`config.mk`:
```
export PLATFORM = sky130hd
export DESIGN_NAME = reqdriver_flat
export DESIGN_NICKNAME = d
export VERILOG_FILES = /design/src/rtl/reqdriver_pkg.sv /design/src/rtl/reqdriver_if.sv /design/src/rtl/reqdriver_timer.sv /design/src/rtl/reqdriver.sv /design/src/flat_wrapper.sv
export SDC_FILE = /design/constraint.sdc
export NUM_CORES = 1
export LEC_CHECK = 0
export ABC_CLOCK_PERIOD_IN_PS = 1800
export CORE_ASPECT_RATIO = 0.8
export CORE_MARGIN = 2
export CORE_UTILIZATION = 30
export CTS_CLUSTER_SIZE = 20
export DETAILED_ROUTE_END_ITERATION = 6
export PLACE_DENSITY = 0.84
export SYNTH_ARGS = -nofsm -noshare
export SYNTH_HDL_FRONTEND = slang
export SYNTH_SLANG_ARGS = --single-unit
```
`constraint.sdc`:
```
create_clock -name i_clk -period 1.8 [get_ports i_clk]
set_clock_uncertainty 0.05 [all_clocks]
set_input_delay 0.36 -clock i_clk [delete_from_list [all_inputs] [get_ports i_clk]]
set_output_delay 0.36 -clock i_clk [all_outputs]
set_load 0.05 [all_outputs]
```
`src/rtl/reqdriver_pkg.sv`:
```
// Shared types and constants for the reqdriver Wishbone initiator.
package reqdriver_pkg;

  typedef enum logic [2:0] {
    StIdle,
    StWrReq,
    StWrAck,
    StGap,
    StRdReq,
    StRdAck
  } state_e;

  localparam logic        WALKER_ADDR = 1'b0;
  localparam int unsigned STATUS_W    = 4;

  // States in which a Wishbone cycle is open.
  function automatic logic is_bus_state(state_e s);
    return (s == StWrReq) || (s == StWrAck) || (s == StRdReq) || (s == StRdAck);
  endfunction

endpackage

```
`src/rtl/reqdriver_if.sv`:
```
// Wishbone pipelined-mode bus between reqdriver (master) and the LED-walker (slave).
interface reqdriver_if;
  logic        o_cyc;
  logic        o_stb;
  logic        o_we;
  logic        o_addr;
  logic [31:0] o_data;
  logic        i_stall;
  logic        i_ack;
  logic [31:0] i_data;

  modport master (
    output o_cyc, o_stb, o_we, o_addr, o_data,
    input  i_stall, i_ack, i_data
  );

  modport slave (
    input  o_cyc, o_stb, o_we, o_addr, o_data,
    output i_stall, i_ack, i_data
  );
endinterface

```
`src/rtl/reqdriver_timer.sv`:
```
// Loadable down-counter with a zero flag; saturates at zero instead of wrapping.
module reqdriver_timer #(
  parameter int unsigned Width = 4
) (
  input  logic             clk_i,
  input  logic             rst_ni,
  input  logic             load_i,
  input  logic [Width-1:0] load_val_i,
  input  logic             en_i,
  output logic             zero_o
);

  logic [Width-1:0] cnt_q, cnt_d;

  always_comb begin
    cnt_d = cnt_q;
    if (load_i) begin
      cnt_d = load_val_i;
    end else if (en_i && (cnt_q != '0)) begin
      cnt_d = cnt_q - 1'b1;
    end
  end

  always_ff @(posedge clk_i or negedge rst_ni) begin
    if (!rst_ni) begin
      cnt_q <= '0;
    end else begin
      cnt_q <= cnt_d;
    end
  end

  assign zero_o = (cnt_q == '0);

endmodule

```
`src/rtl/reqdriver.sv`:
```
// Wishbone initiator: writes START_WORD to the LED-walker, polls status until idle.
// Optional ack watchdog enabled by defining REQDRIVER_TIMEOUT_EN.
module reqdriver
  import reqdriver_pkg::*;
#(
  parameter logic [31:0] START_WORD  = 32'h0000_0001,
  parameter int unsigned POLL_GAP    = 16,
  parameter int unsigned ACK_TIMEOUT = 64
) (
  input  logic                i_clk,
  input  logic                i_reset_n,
  input  logic                i_request,
  reqdriver_if.master         bus,
  output logic                o_busy,
  output logic                o_done,
  output logic [STATUS_W-1:0] o_status,
  output logic                o_err
);

  localparam int unsigned     GapW    = $clog2(POLL_GAP + 1);
  // GAP lasts exactly POLL_GAP cycles: the exit happens on the cycle the counter reads zero.
  localparam logic [GapW-1:0] GapLoad = GapW'(POLL_GAP - 1);

  state_e              state_q, state_d;
  logic                done_q, done_d;
  logic                err_q, err_d;
  logic [STATUS_W-1:0] status_q, status_d;
  logic                gap_load, gap_zero;
  logic                ack_ok, wd_expire;
  logic                unused_data;

  assign unused_data = ^bus.i_data[31:STATUS_W];
  assign ack_ok      = bus.i_ack && ((state_q == StWrAck) || (state_q == StRdAck));
  assign gap_load    = (state_d == StGap) && (state_q != StGap);

  reqdriver_timer #(
    .Width (GapW)
  ) u_gap_timer (
    .clk_i      (i_clk),
    .rst_ni     (i_reset_n),
    .load_i     (gap_load),
    .load_val_i (GapLoad),
    .en_i       (state_q == StGap),
    .zero_o     (gap_zero)
  );

`ifdef REQDRIVER_TIMEOUT_EN
  localparam int unsigned    WdW    = $clog2(ACK_TIMEOUT + 1);
  // Expiry is seen on zero, so loading one less makes o_err land ACK_TIMEOUT cycles after issue.
  localparam logic [WdW-1:0] WdLoad = WdW'(ACK_TIMEOUT - 1);

  logic wd_load, wd_zero;

  assign wd_load = ((state_d == StWrReq) && (state_q != StWrReq)) ||
                   ((state_d == StRdReq) && (state_q != StRdReq));

  reqdriver_timer #(
    .Width (WdW)
  ) u_wd_timer (
    .clk_i      (i_clk),
    .rst_ni     (i_reset_n),
    .load_i     (wd_load),
    .load_val_i (WdLoad),
    .en_i       (is_bus_state(state_q)),
    .zero_o     (wd_zero)
  );

  assign wd_expire = wd_zero && is_bus_state(state_q) && !ack_ok;
`else
  logic unused_timeout;

  assign unused_timeout = ^32'(ACK_TIMEOUT);
  assign wd_expire      = 1'b0;
`endif

  always_comb begin
    state_d  = state_q;
    done_d   = 1'b0;
    err_d    = 1'b0;
    status_d = status_q;
    unique case (state_q)
      // done_q high means the machine has only just returned; that request is dropped.
      StIdle:  if (i_request && !done_q) state_d = StWrReq;
      StWrReq: if (!bus.i_stall) state_d = StWrAck;
      StWrAck: if (ack_ok) state_d = StGap;
      StGap:   if (gap_zero) state_d = StRdReq;
      StRdReq: if (!bus.i_stall) state_d = StRdAck;
      StRdAck: begin
        if (ack_ok) begin
          status_d = bus.i_data[STATUS_W-1:0];
          if (bus.i_data[STATUS_W-1:0] == '0) begin
            done_d  = 1'b1;
            state_d = StIdle;
          end else begin
            state_d = StGap;
          end
        end
      end
      default: state_d = StIdle;
    endcase
    if (wd_expire) begin
      state_d = StIdle;
      err_d   = 1'b1;
    end
  end

  always_ff @(posedge i_clk or negedge i_reset_n) begin
    if (!i_reset_n) begin
      state_q  <= StIdle;
      done_q   <= 1'b0;
      err_q    <= 1'b0;
      status_q <= '0;
    end else begin
      state_q  <= state_d;
      done_q   <= done_d;
      err_q    <= err_d;
      status_q <= status_d;
    end
  end

  // Bus outputs decode straight from state so an async reset clears them at once.
  assign bus.o_cyc  = is_bus_state(state_q);
  assign bus.o_stb  = (state_q == StWrReq) || (state_q == StRdReq);
  assign bus.o_we   = (state_q == StWrReq);
  assign bus.o_addr = WALKER_ADDR;
  assign bus.o_data = (state_q == StWrReq) ? START_WORD : 32'h0;
  assign o_busy     = (state_q != StIdle);
  assign o_done     = done_q;
  assign o_err      = err_q;
  assign o_status   = status_q;

`ifdef FORMAL
  logic outstanding_q;

  always_ff @(posedge i_clk or negedge i_reset_n) begin
    if (!i_reset_n) begin
      outstanding_q <= 1'b0;
    end else if (bus.o_stb && !bus.i_stall) begin
      outstanding_q <= 1'b1;
    end else if (bus.i_ack || !bus.o_cyc) begin
      outstanding_q <= 1'b0;
    end
  end

  assert property (@(posedge i_clk) disable iff (!i_reset_n) bus.o_stb |-> bus.o_cyc);
  assert property (@(posedge i_clk) disable iff (!i_reset_n)
    (bus.o_stb && bus.i_stall) |=> (!bus.o_stb ||
      ($stable(bus.o_we) && $stable(bus.o_addr) && $stable(bus.o_data))));
  assert property (@(posedge i_clk) disable iff (!i_reset_n) outstanding_q |-> !bus.o_stb);
`endif

endmodule

```
`src/flat_wrapper.sv`:
```
// flat-port wrapper written by rule: the top's interface ports become plain ports
module reqdriver_flat import reqdriver_pkg::*;
#(
  parameter logic [31:0] START_WORD  = 32'h0000_0001,
  parameter int unsigned POLL_GAP    = 16,
  parameter int unsigned ACK_TIMEOUT = 64
)
  (i_clk, i_reset_n, i_request, o_busy, o_done, o_status, o_err, bus_o_cyc, bus_o_stb, bus_o_we, bus_o_addr, bus_o_data, bus_i_stall, bus_i_ack, bus_i_data);
  reqdriver_if bus_i ();
  input  logic i_clk;
  input  logic i_reset_n;
  input  logic i_request;
  output logic o_busy;
  output logic o_done;
  output logic [STATUS_W-1:0] o_status;
  output logic o_err;
  output wire logic [$bits(bus_i.o_cyc)-1:0] bus_o_cyc;
  output wire logic [$bits(bus_i.o_stb)-1:0] bus_o_stb;
  output wire logic [$bits(bus_i.o_we)-1:0] bus_o_we;
  output wire logic [$bits(bus_i.o_addr)-1:0] bus_o_addr;
  output wire logic [$bits(bus_i.o_data)-1:0] bus_o_data;
  input wire logic [$bits(bus_i.i_stall)-1:0] bus_i_stall;
  input wire logic [$bits(bus_i.i_ack)-1:0] bus_i_ack;
  input wire logic [$bits(bus_i.i_data)-1:0] bus_i_data;
  assign bus_o_cyc = bus_i.o_cyc;
  assign bus_o_stb = bus_i.o_stb;
  assign bus_o_we = bus_i.o_we;
  assign bus_o_addr = bus_i.o_addr;
  assign bus_o_data = bus_i.o_data;
  assign bus_i.i_stall = bus_i_stall;
  assign bus_i.i_ack = bus_i_ack;
  assign bus_i.i_data = bus_i_data;
  reqdriver #(.START_WORD(START_WORD), .POLL_GAP(POLL_GAP), .ACK_TIMEOUT(ACK_TIMEOUT)) u_core (.i_clk(i_clk), .i_reset_n(i_reset_n), .i_request(i_request), .bus(bus_i), .o_busy(o_busy), .o_done(o_done), .o_status(o_status), .o_err(o_err));
endmodule
```
-- Word level (Yosys, flattened, before mapping)
Index checks and enable logic that the tools add are counted.
- mux-type cells: 14
- $add $sub $neg: 1
- reductions and logical operators: 17
- equality and inequality tests: 7
- operators with widths (kind ; number):
    2-to-1 mux 3 bit ; 6
    one-hot mux 3 bit (6 select lines) ; 1
    2-to-1 mux 5 bit ; 2
    equality test 3 x 2 -> 1 bit, second input constant ; 3
    equality test 3 bit, second input constant ; 2
    logical NOT 5 bit ; 1
    logical OR 1 bit ; 5
    nonzero test 5 bit ; 1
    subtractor 5 x 1 -> 5 bit, second input constant ; 1
    logical AND 1 bit ; 4
    logical NOT 4 bit ; 1
    2-to-1 mux 1 bit ; 4
    equality test 3 x 1 -> 1 bit, second input constant ; 1
    logical NOT 3 bit ; 1
    inequality test 3 x 2 -> 1 bit, second input constant ; 1
    nonzero test 3 bit ; 1
    2-to-1 mux 2 bit ; 1
    AND reduction 2 bit ; 1
    nonzero test 2 bit ; 1
    logical NOT 1 bit ; 1
- output and inout port bits: 43
- word-level logic and storage cells: 43
- bits in registers: 13
- bits of input ports: 37

-- Longest topological paths before layout
Gate-level depths: netlist of run 1.
- depth after elaboration: 8
- gate-level depth with buffers: 6
- depth with buffers taken out: 6

-- Cells and area by module
Synthesis of run 1 repeated with hierarchy kept, for this count alone.
- cell total of the unflattened synthesis: 112
- area total of the unflattened synthesis: 1024.7 µm²
- modules (own cells, without submodules) (module ; area each (µm²) ; cells an instance ; seq. area each (µm²) ; instances):
    reqdriver ; 720.7 ; 80 ; 200.2 ; 1
    reqdriver_timer ; 304.0 ; 32 ; 125.1 ; 1

-- Worst setup path before layout of run 1
No wires, ideal clock.
- kind: register to output
- start: register u_core.state_q[1]
- end: output port bus_o_data[0]
- cell stages (with the launch flop): 5
- setup slack: -0.308 ns
- data arrival time: 1.698 ns
- required time: 1.390 ns
- path buffers: 2
- cells stage by stage: dfrtp_1 > clkbuf_1 > nand2b_1 > nor2_1 > buf_4
- word-level cells in the longest chain between the ends: 2
- RTL lines (item ; RTL line ; source):
    start, declared ; reqdriver.sv:24 ; state_e state_q, state_d;
    start signal, assigned ; reqdriver.sv:109 ; state_q <= StIdle;
    start signal, assigned ; reqdriver.sv:114 ; state_q <= state_d;
    equality test 3 x 1 -> 1 bit ; n/a ;
    named net bus_o_we ; flat_wrapper.sv:19 ; output wire logic [$bits(bus_i.o_we)-1:0] bus_o_we;
    2-to-1 mux 1 bit ; reqdriver.sv:126 ; assign bus.o_data = (state_q == StWrReq) ? START_WORD : 32'h0;
    end, declared ; flat_wrapper.sv:21 ; output wire logic [$bits(bus_i.o_data)-1:0] bus_o_data;
The timed path passes the listed nets, and every way through them passes these cells.

-- Worst setup path after layout of run 1
- start: register u_core.state_q[1]
- end: output port bus_o_cyc
- word-level cells in the longest chain between the ends: 4
- elaborated cells on any way between the ends: 7
- classes of those cells: 4 x eq/ne; 3 x reduce/logical
- RTL lines (item ; RTL line ; source):
    equality test 3 x 1 -> 1 bit or equality test 3 x 2 -> 1 bit (tied branches) ; reqdriver_pkg.sv:18 ; return (s == StWrReq) || (s == StWrAck) || (s == StRdReq) || (s == StRdAck);
    logical OR 1 bit (2 in a row) ; reqdriver_pkg.sv:18 ;
    logical OR 1 bit (*) ; reqdriver_pkg.sv:18 ;
    end, declared ; flat_wrapper.sv:17 ; output wire logic [$bits(bus_i.o_cyc)-1:0] bus_o_cyc;
Mark *: on every way between the ends. The rest lies on a longest branch, timed or not.

==> results of run 1 <==
stage by stage:
step	TNS [ps]	utilization, %
after floorplan	-73.2	-
after global placement	-1560	38.8
after detailed placement	-1620	38.8
after CTS	-519	43.4
after global routing	-453	45.3
final	-46.4	45.3
final timing paths:
kind	start	end	slack, ps	cells past startpoint
worst max register to register	u_core.u_gap_timer.cnt_q[1]	u_core.u_gap_timer.cnt_q[4]	-10	7
worst min-delay path	i_reset_n	u_core.o_status[1]	430	1
max in group asynchronous	i_reset_n	u_core.state_q[2]	850	1
worst max-delay path	u_core.state_q[1]	bus_o_cyc	-30	4
worst min register to register	u_core.o_status[0]	u_core.o_status[0]	450	1
min in group i_clk	u_core.o_status[0]	u_core.o_status[0]	450	1
routing by layer:
metal / track usage (%) / vias to the layer above / part of all wire [%]
li1: - / 377 / -
met1: 14.2 / 382 / 40
met2: 19.4 / 24 / 53
met3: 4.25 / 4 / 5.4
met4: 4.29 / 0 / 1.3
met5: 0 / - / 0
cells by family after synthesis:
| family | share of synthesized area (%) |
|---|---|
| other | 0.375 |
| xor gates and xnor gates | 4.38 |
| muxes | 4.51 |
| AOI/OAI and AO/OA | 8.01 |
| buffers and inverters | 28.3 |
| DFF | 32.5 |
| and+or+nand+nor | 19.4 |
| adders and majority gates | 2.50 |
cell usage in the layout, fill, tap and decap left out, types with 2 or more instances in the layout:
cell type        Yosys  layout
and2_4               1       2
buf_12               0       3
buf_4               34      32
clkbuf_8             0       3
clkdlybuf4s50_1      0       8
conb_1               1      33
dfrtp_1             13      12
inv_1                4       2
inv_2                0       2
mux2_2               4       4
nand2_1              5       5
nand2b_1             3       3
nand3_1              3       3
o21ai_2              0       2
xnor2_1              3       3
xor2_1               2       2
cell type report:
cell class | instances | share of cell area (%)
clock inverters | 1 | 0.353
repair buffers | 45 | 28.7
well taps | 40 | 3.53
multi-input cells | 85 | 40.5
inverters | 4 | 1.06
clock buffers | 3 | 2.91
flip-flops and latches | 13 | 23.0
where the power goes:
part           internal [W]  switching [W]  leakage (nW)
registers          0.000352      0.0000431         0.160
clock network      0.000153       0.000109        0.0255
logic              0.000736       0.000862         0.492
synthesized netlist by cell type, types with 2 or more instances:
| master | count |
|---|---|
| a21oi_1 | 2 |
| nand3_1 | 3 |
| o21ai_0 | 4 |
| xor2_1 | 2 |
| nand2b_1 | 3 |
| nand2_1 | 5 |
| mux2_2 | 4 |
| buf_4 | 34 |
| nor2_1 | 3 |
| dfrtp_1 | 13 |
| or3b_2 | 2 |
| xnor2_1 | 3 |
| inv_1 | 4 |
| ha_1 | 2 |
| a211oi_1 | 2 |
worst reg2reg max path, cell delays in order, from the launching register on:
cell,delay [ps]
dfrtp_1,390
inv_2,90
ha_4,130
or4b_4,450
and2_4,170
nor4_4,170
buf_4,190
o21a_1,120
state kept, by name, summed over array words and instances (netlist names):
register                  flops
u_core.o_status               4
u_core.o_done                 1
u_core.u_gap_timer.cnt_q      5
u_core.state_q                3
what timing repair did:
item / in CTS / in global routing
pin swaps: 6 / 4
cloned: 0 / 0
endpoints found under the setup margin: 6 / 10
setup buffers: 7 / 5
gates resized for setup: 14 / 7
endpoints found under the hold margin: 0 / 0
==> results list, run 1 <==
- Outcome: finished with violations
- Failing checks: negative setup slack
- Peak fanout along the critical path: 6
- Cell count after synthesis: 107
- Across the VDD grid, the largest voltage drop is about 630 uV.
- The clock reaches the later pin of the worst-skew pair after 250 ps.
- Area share of the largest cell type after synthesis: 32.5%
- Of the available clock period, the critical path in the final layout requires 101%.
- The critical path is of the flip-flop to output pin type.
- The number of hold-slack violations in the final timing report came to 0.
- The number of buffers and inverters on the critical path is 2.
* CTS tree: built
- Overall fraction of global-route tracks in use: between 10% and 20%
- In the routed design, unresolved DRC markers number 0.
- Number of detailed-routing iterations run before antenna repair: 3
- Average wire per cell in the routed design: between 10 and 15 um
- In this run the tightest slew margin relative to its limit is about three fifths.
- Pin count of the biggest net entering global routing: 14
* Number of instances in the placed design: approximately 180
- Multi-input logic area: between 500 and 600 um2
* Number of rows in the core area: 18
- In the post-route analysis, the smallest setup slack over all paths is -26.8 ps.
* Number of global-route vias before repair: slightly above 700
- Ratio of routed vias to standard cells: 4.12
* Syn Std Cell Area: 1000 um2
- Number of max-cap violations: 0
- 0 antenna diodes ended up in the layout.
- Clock slew at reported path FFs: around 50 ps
- Total clock sinks: 13
- Count of synthesis-stage warnings from yosys: 0
* DP Worst Slack: -294 ps
- After floorplanning, the core was sized to cover around 0.0031 mm2.
* Full die area: roughly 0.0038 mm2
- Wires add up to about 2.1 mm.
- Post-Place Cell Area: 0.00122 mm2
- Counting flops with a built-in enable in the synthesized netlist gives 0.
* Layout filler cell count: ~300
- On the final layout, the worst hold slack is between 400 and 500 ps.
* Chip Height: ~56 um
* I/O Buffers: 18
- Relative to the synthesized area, the layout overhead comes to 41.9%.
- Power Dens Cells: around 1600 mW/mm2
- With fillers left out, the area of the finished cells amounts to 0.00142 mm2.
- Derived from the worst setup path, the maximum achievable clock frequency is ~550 MHz.
- The analysis attributes to cell leakage a power of just under 0.7 nW.
- In this run the number of H-tree levels came out at 1.
- Post-detail-place hpwl: 1.47 mm
* Total grt overflow: 0
* Required @ worst endpoint: between 1000 and 1500 ps
- Kind of path behind the tightest hold check: primary input to async pin
* Final standard cell count with taps included and fillers excluded: ~190
- Critical Path Slowest Stage Cell: dfrtp_1
- Of all flip-flops after synthesis, the portion carrying an async set or reset was 100%.
* CP Launch Type: flip-flop
* Number of top-level design ports: 80
* Number of hold buffers added after cts: 0
- Synthesis inferred 13 register bits.
- Setup violations remaining at the end of the flow were counted as 4.
- Among all flip-flop cells after synthesis, the most frequent one is dfrtp_1.
- Counting I/O delays and the setup requirement, the final critical path takes ~1800 ps.
* Total power consumption of the routed design: 0.00226 W
* Largest delay contributor family on the critical path: simple AND/OR/NAND/NOR gates
* Worst setup EP type: output pin
* Fin. max-slew vios: 0
- DRT iter0 DRCs: 6
- Setup repair after global routing could not meet its margin everywhere.
* Initial antenna violation count: 0
- Register area share after synthesis: around a third
- Critical Path Max Stage Delay: around 390 ps
- Across the whole layout, storage elements account for 327 um2.
* Initial standard-cell utilization of the core: a little under a third
* Wire length of the first global-routing pass: roughly 3.3 mm
* Number of buffers added by the clock tree synthesis step: 3
- For the pin with the worst max-slew slack, the measured transition is approximately 580 ps.
* Fraction of layout cells with a size suffix above 1: between 40 and 50%
- STA puts the critical path data arrival time at roughly 1400 ps.
- Crit-path cells: buf_6 -> or3_4 -> and2_4 -> buf_8
* Top area cells in the synthesized netlist: dfrtp_1 33%, buf_4 26%, mux2_2 4.5%
- The congestion estimate from routability-driven global placement came to 0.844.
* Clock Root Buffer: clkbuf_8
- Mean post-synth cell area: 9.34 um2
- Overall via count from detail_route: approximately 790
- Nets: roughly 190
- The die is around 69 um wide.
- Library cell occupying the most area in the post-synthesis netlist: dfrtp_1
* Largest buffer count on any clock path: 2
- Antenna-violating nets left: 0
- Number of distinct library cells after synthesis: 36
Note: power is estimated with default switching activity, not from simulation.
==> run 2, diff against run 1 <==
Settings changed: ABC_CLOCK_PERIOD_IN_PS 1800 to 1500, TNS_END_PERCENT set to 10.
Clock period 1.8 ns to 1.5 ns, I/O delays scaled along.
==> run 2 against run 1 <==
The run still ends with negative setup slack left. Worst setup slack worse by 340 ps. Largest cell class unchanged. Clock power rose by 16%. Routed wire length decreased by 10%. Non-clock buffer count is 3 lower. First-iteration DRC count rose by 100%. Via count down 2.2%.
==> results list, run 2 (same netlist as run 1, synthesis figures left out) <==
* Outcome: finished with violations (unchanged)
- Failing checks: negative setup slack (unchanged).
- Worst path buffer plus inverter count: 1 (was 2)
- Average wire per cell in the routed design: 10.2 um (was 11.2 um)
- Capture point of the critical path: u_core.u_gap_timer.cnt_q[1] (was bus_o_cyc)
- Static timing analysis puts the maximum clock frequency at around 530 MHz.
* Number of buffers added by the clock tree synthesis step: 3 (unchanged)
* Core area: 0.00313 mm2 (unchanged)
* Required @ worst endpoint: 1550 ps (was 1390 ps)
* Post-detail-place hpwl: 1.60 mm (was 1.47 mm)
- The number of buffers added on ports is 18 (unchanged).
* Initial antenna violation count: 0 (unchanged)
- Total clock sinks: 13 (unchanged)
- The most frequent standard cell in the layout excluding fill and tap cells was conb_1 (unchanged).
* Count of final hold-check violations: 0 (unchanged)
* Crit-path cells: inv_2 -> ha_1 -> or4b_4 -> and2_4 -> nor4_4 -> o221ai_1 (was buf_6 -> or3_4 -> and2_4 -> buf_8)
- First element of the critical path: u_core.u_gap_timer.cnt_q[1] (was u_core.state_q[1])
- The horizontal die dimension is 68.5 um (unchanged).
- The reg-to-reg setup timing slack is -370 ps (was -10 ps).
- Leakage power: 0.680 nW (was 0.677 nW)
* Initial standard-cell utilization of the core: 31.9% (unchanged)
- Counting I/O delays and the setup requirement, the final critical path takes roughly 1900 ps.
* Power Dens Cells: 1730 mW/mm2 (was 1590 mW/mm2)
- The maximum VDD drop was 643 uV (was 626 uV).
- The number of placed cells counting well taps was 184 (was 175).
- The path category of the worst min-delay check was primary input to async pin (unchanged).
- The number of cells on the worst reg-to-reg path was 6 (was 7).
* Class of the most critical setup path: flip-flop to flip-flop (was flip-flop to output pin)
- CTS tree: built (unchanged)
* Total stage count of the critical path: 6 (was 4)
- The largest register by flop count was u_core.u_gap_timer.cnt_q (unchanged).
- The worst-case clock buffer depth is 2 (unchanged).
- The beginning of the worst register-to-register path was u_core.u_gap_timer.cnt_q[1] (unchanged).
- Number of top-level design ports: 80 (unchanged)
* Weighted congestion at the end of routability-driven global placement: 0.839 (was 0.844)
* Total power consumption of the routed design: 0.00249 W (was 0.00226 W)
- Final wirelength: 1.91 mm (was 2.13 mm)
- The count of nets left with antenna violations after detail routing came to 0 (unchanged).
- Clock Root Buffer: clkbuf_8 (unchanged)
- Largest delay contributor family on the critical path: simple AND/OR/NAND/NOR gates (unchanged)
- The flip-flop count of the largest register after layout was 5 (unchanged).
- The critical path endpoint category is a flip-flop (was output pin).
* Chip Height: 55.6 um (unchanged)
- The remaining global-route overflow was 0 (unchanged).
- The antenna diode instance count came to 0 (unchanged).
- Ratio of routed vias to standard cells: 4.10 (was 4.12)
* End of the worst register-to-register path: u_core.u_gap_timer.cnt_q[1] (was u_core.u_gap_timer.cnt_q[4])
- The total setup violations reported at the end of the flow was 11 (was 4).
- The synthesis-to-layout area growth was 43.6% (was 41.9%).
* Final standard cell count with taps included and fillers excluded: 188 (was 191)
- Number of detailed-routing iterations run before antenna repair: 4 (was 3)
- Overall fraction of global-route tracks in use: 10.9% (was 11.9%)
- Fraction of layout cells with a size suffix above 1: 38.5% (was 42.4%)
- Wire length of the first global-routing pass: 3.14 mm (was 3.35 mm)
- The die area was 0.00381 mm2 (unchanged).
* Clock slew at reported path FFs: 50 ps (about the same)
* Fin. max-slew vios: 0 (unchanged)
* Period Utilization, post-route: 125%
* DRT iter0 DRCs: 12 (was 6)
* Critical Path Max Stage Delay: 500 ps (was 390 ps)
- Min setup slack post-route: -371 ps (was -26.8 ps)
- The critical path launch point type was a flip-flop (unchanged).
- The via count is 770 (was 787).
- Number of max-cap violations: 0 (unchanged)
- The number of H-tree branching levels is 1 (unchanged).
* Leading cell types in the layout, fill and taps excluded: 33 x conb_1, 22 x buf_4, 13 x dfrtp_1 (was 33 x conb_1, 32 x buf_4, 12 x dfrtp_1)
* Unrepaired setup endpoints after global routing: yes (unchanged)
- DP Worst Slack: -510 ps (was -294 ps)
- Data arrival, critical path: 1920 ps (was 1420 ps)
- The worst-path maximum fanout is 6 (unchanged).
* Critical Path Slowest Stage Cell: or4b_4 (was dfrtp_1)
- Number of global-route vias before repair: 690 (was 712)
* Pin count of the biggest net entering global routing: 14 (unchanged)
* Clock latency at the later pin of the worst-skew pair: 240 ps (was 250 ps)
- The final-stage net count is 188 (was 191).
- DRC violation count after routing: 0 (unchanged)
- The floorplan row count is 18 (unchanged).
-- run 2: worst reg2reg max path, delay by kind of cell, from the launching register on --
family,cells,cell delay (ps)
AO/OA/AOI/OAI,1,180
adder cells (fa/ha/maj),1,120
buffers and inverters,1,60
flip-flops,1,390
AND/OR/NAND/NOR,3,940
-- run 2: cell type report --
type | count | area [um2]
multi-input cells | 85 | 549
inverters | 4 | 15.0
repair buffers | 42 | 450
flip-flops and latches | 13 | 325
clock buffers | 4 | 45.0
well taps | 40 | 50.0
fillers | 303 | 1700
-- run 2: report_power, final --
group / internal, W / leakage, nW / switching, W
Combinational: 0.000767 / 0.496 / 0.000944
Clock: 0.000187 / 0.0228 / 0.000118
Sequential: 0.000422 / 0.161 / 0.0000484
Total: 0.00138 / 0.680 / 0.00111
-- run 2: per-layer routing --
metal | wire length (um) | global-route usage [%] | vias to the layer above | share of wire [%]
li1 | - | - | 374 | -
met1 | 826 | 15.2 | 366 | 43
met2 | 937 | 15.5 | 27 | 49
met3 | 131 | 4.05 | 3 | 6.9
met4 | 14 | 3.43 | 0 | 0.73
met5 | 0 | 0 | - | 0
-- run 2: how the worst min path moves through the flow --
stage,depth (start not counted),slack [ps],to,from
after floorplan,0,-50,u_core.o_done,i_reset_n
after global placement,1,510,u_core.o_status[1],u_core.o_status[1]
after detailed placement,1,520,u_core.o_status[2],u_core.o_status[2]
after CTS,2,320,u_core.o_status[2],i_reset_n
after global routing,2,320,u_core.state_q[0],i_reset_n
final,2,310,u_core.state_q[0],i_reset_n
-- run 2: through the flow --
stage | utilization [%] | instance area, um2 | hold WS [ps] | TNS (ps)
after floorplan | - | 1140 | -45.6 | -1910
after global placement | 43.2 | 1350 | 510 | -3400
after detailed placement | 43.2 | 1350 | 515 | -3750
after CTS | 45.4 | 1420 | 316 | -2840
after global routing | 45.8 | 1440 | 321 | -3670
final | 45.8 | 1440 | 312 | -2720
-- run 2: repair_timing --
| action | in CTS | in global routing |
|---|---|---|
| resized for setup | 6 | 4 |
| hold buffers | 0 | 0 |
| endpoints found under the setup margin | 12 | 17 |
| gates cloned | 0 | 0 |
| buffers inserted | 0 | 0 |
| pin swaps | 0 | 0 |
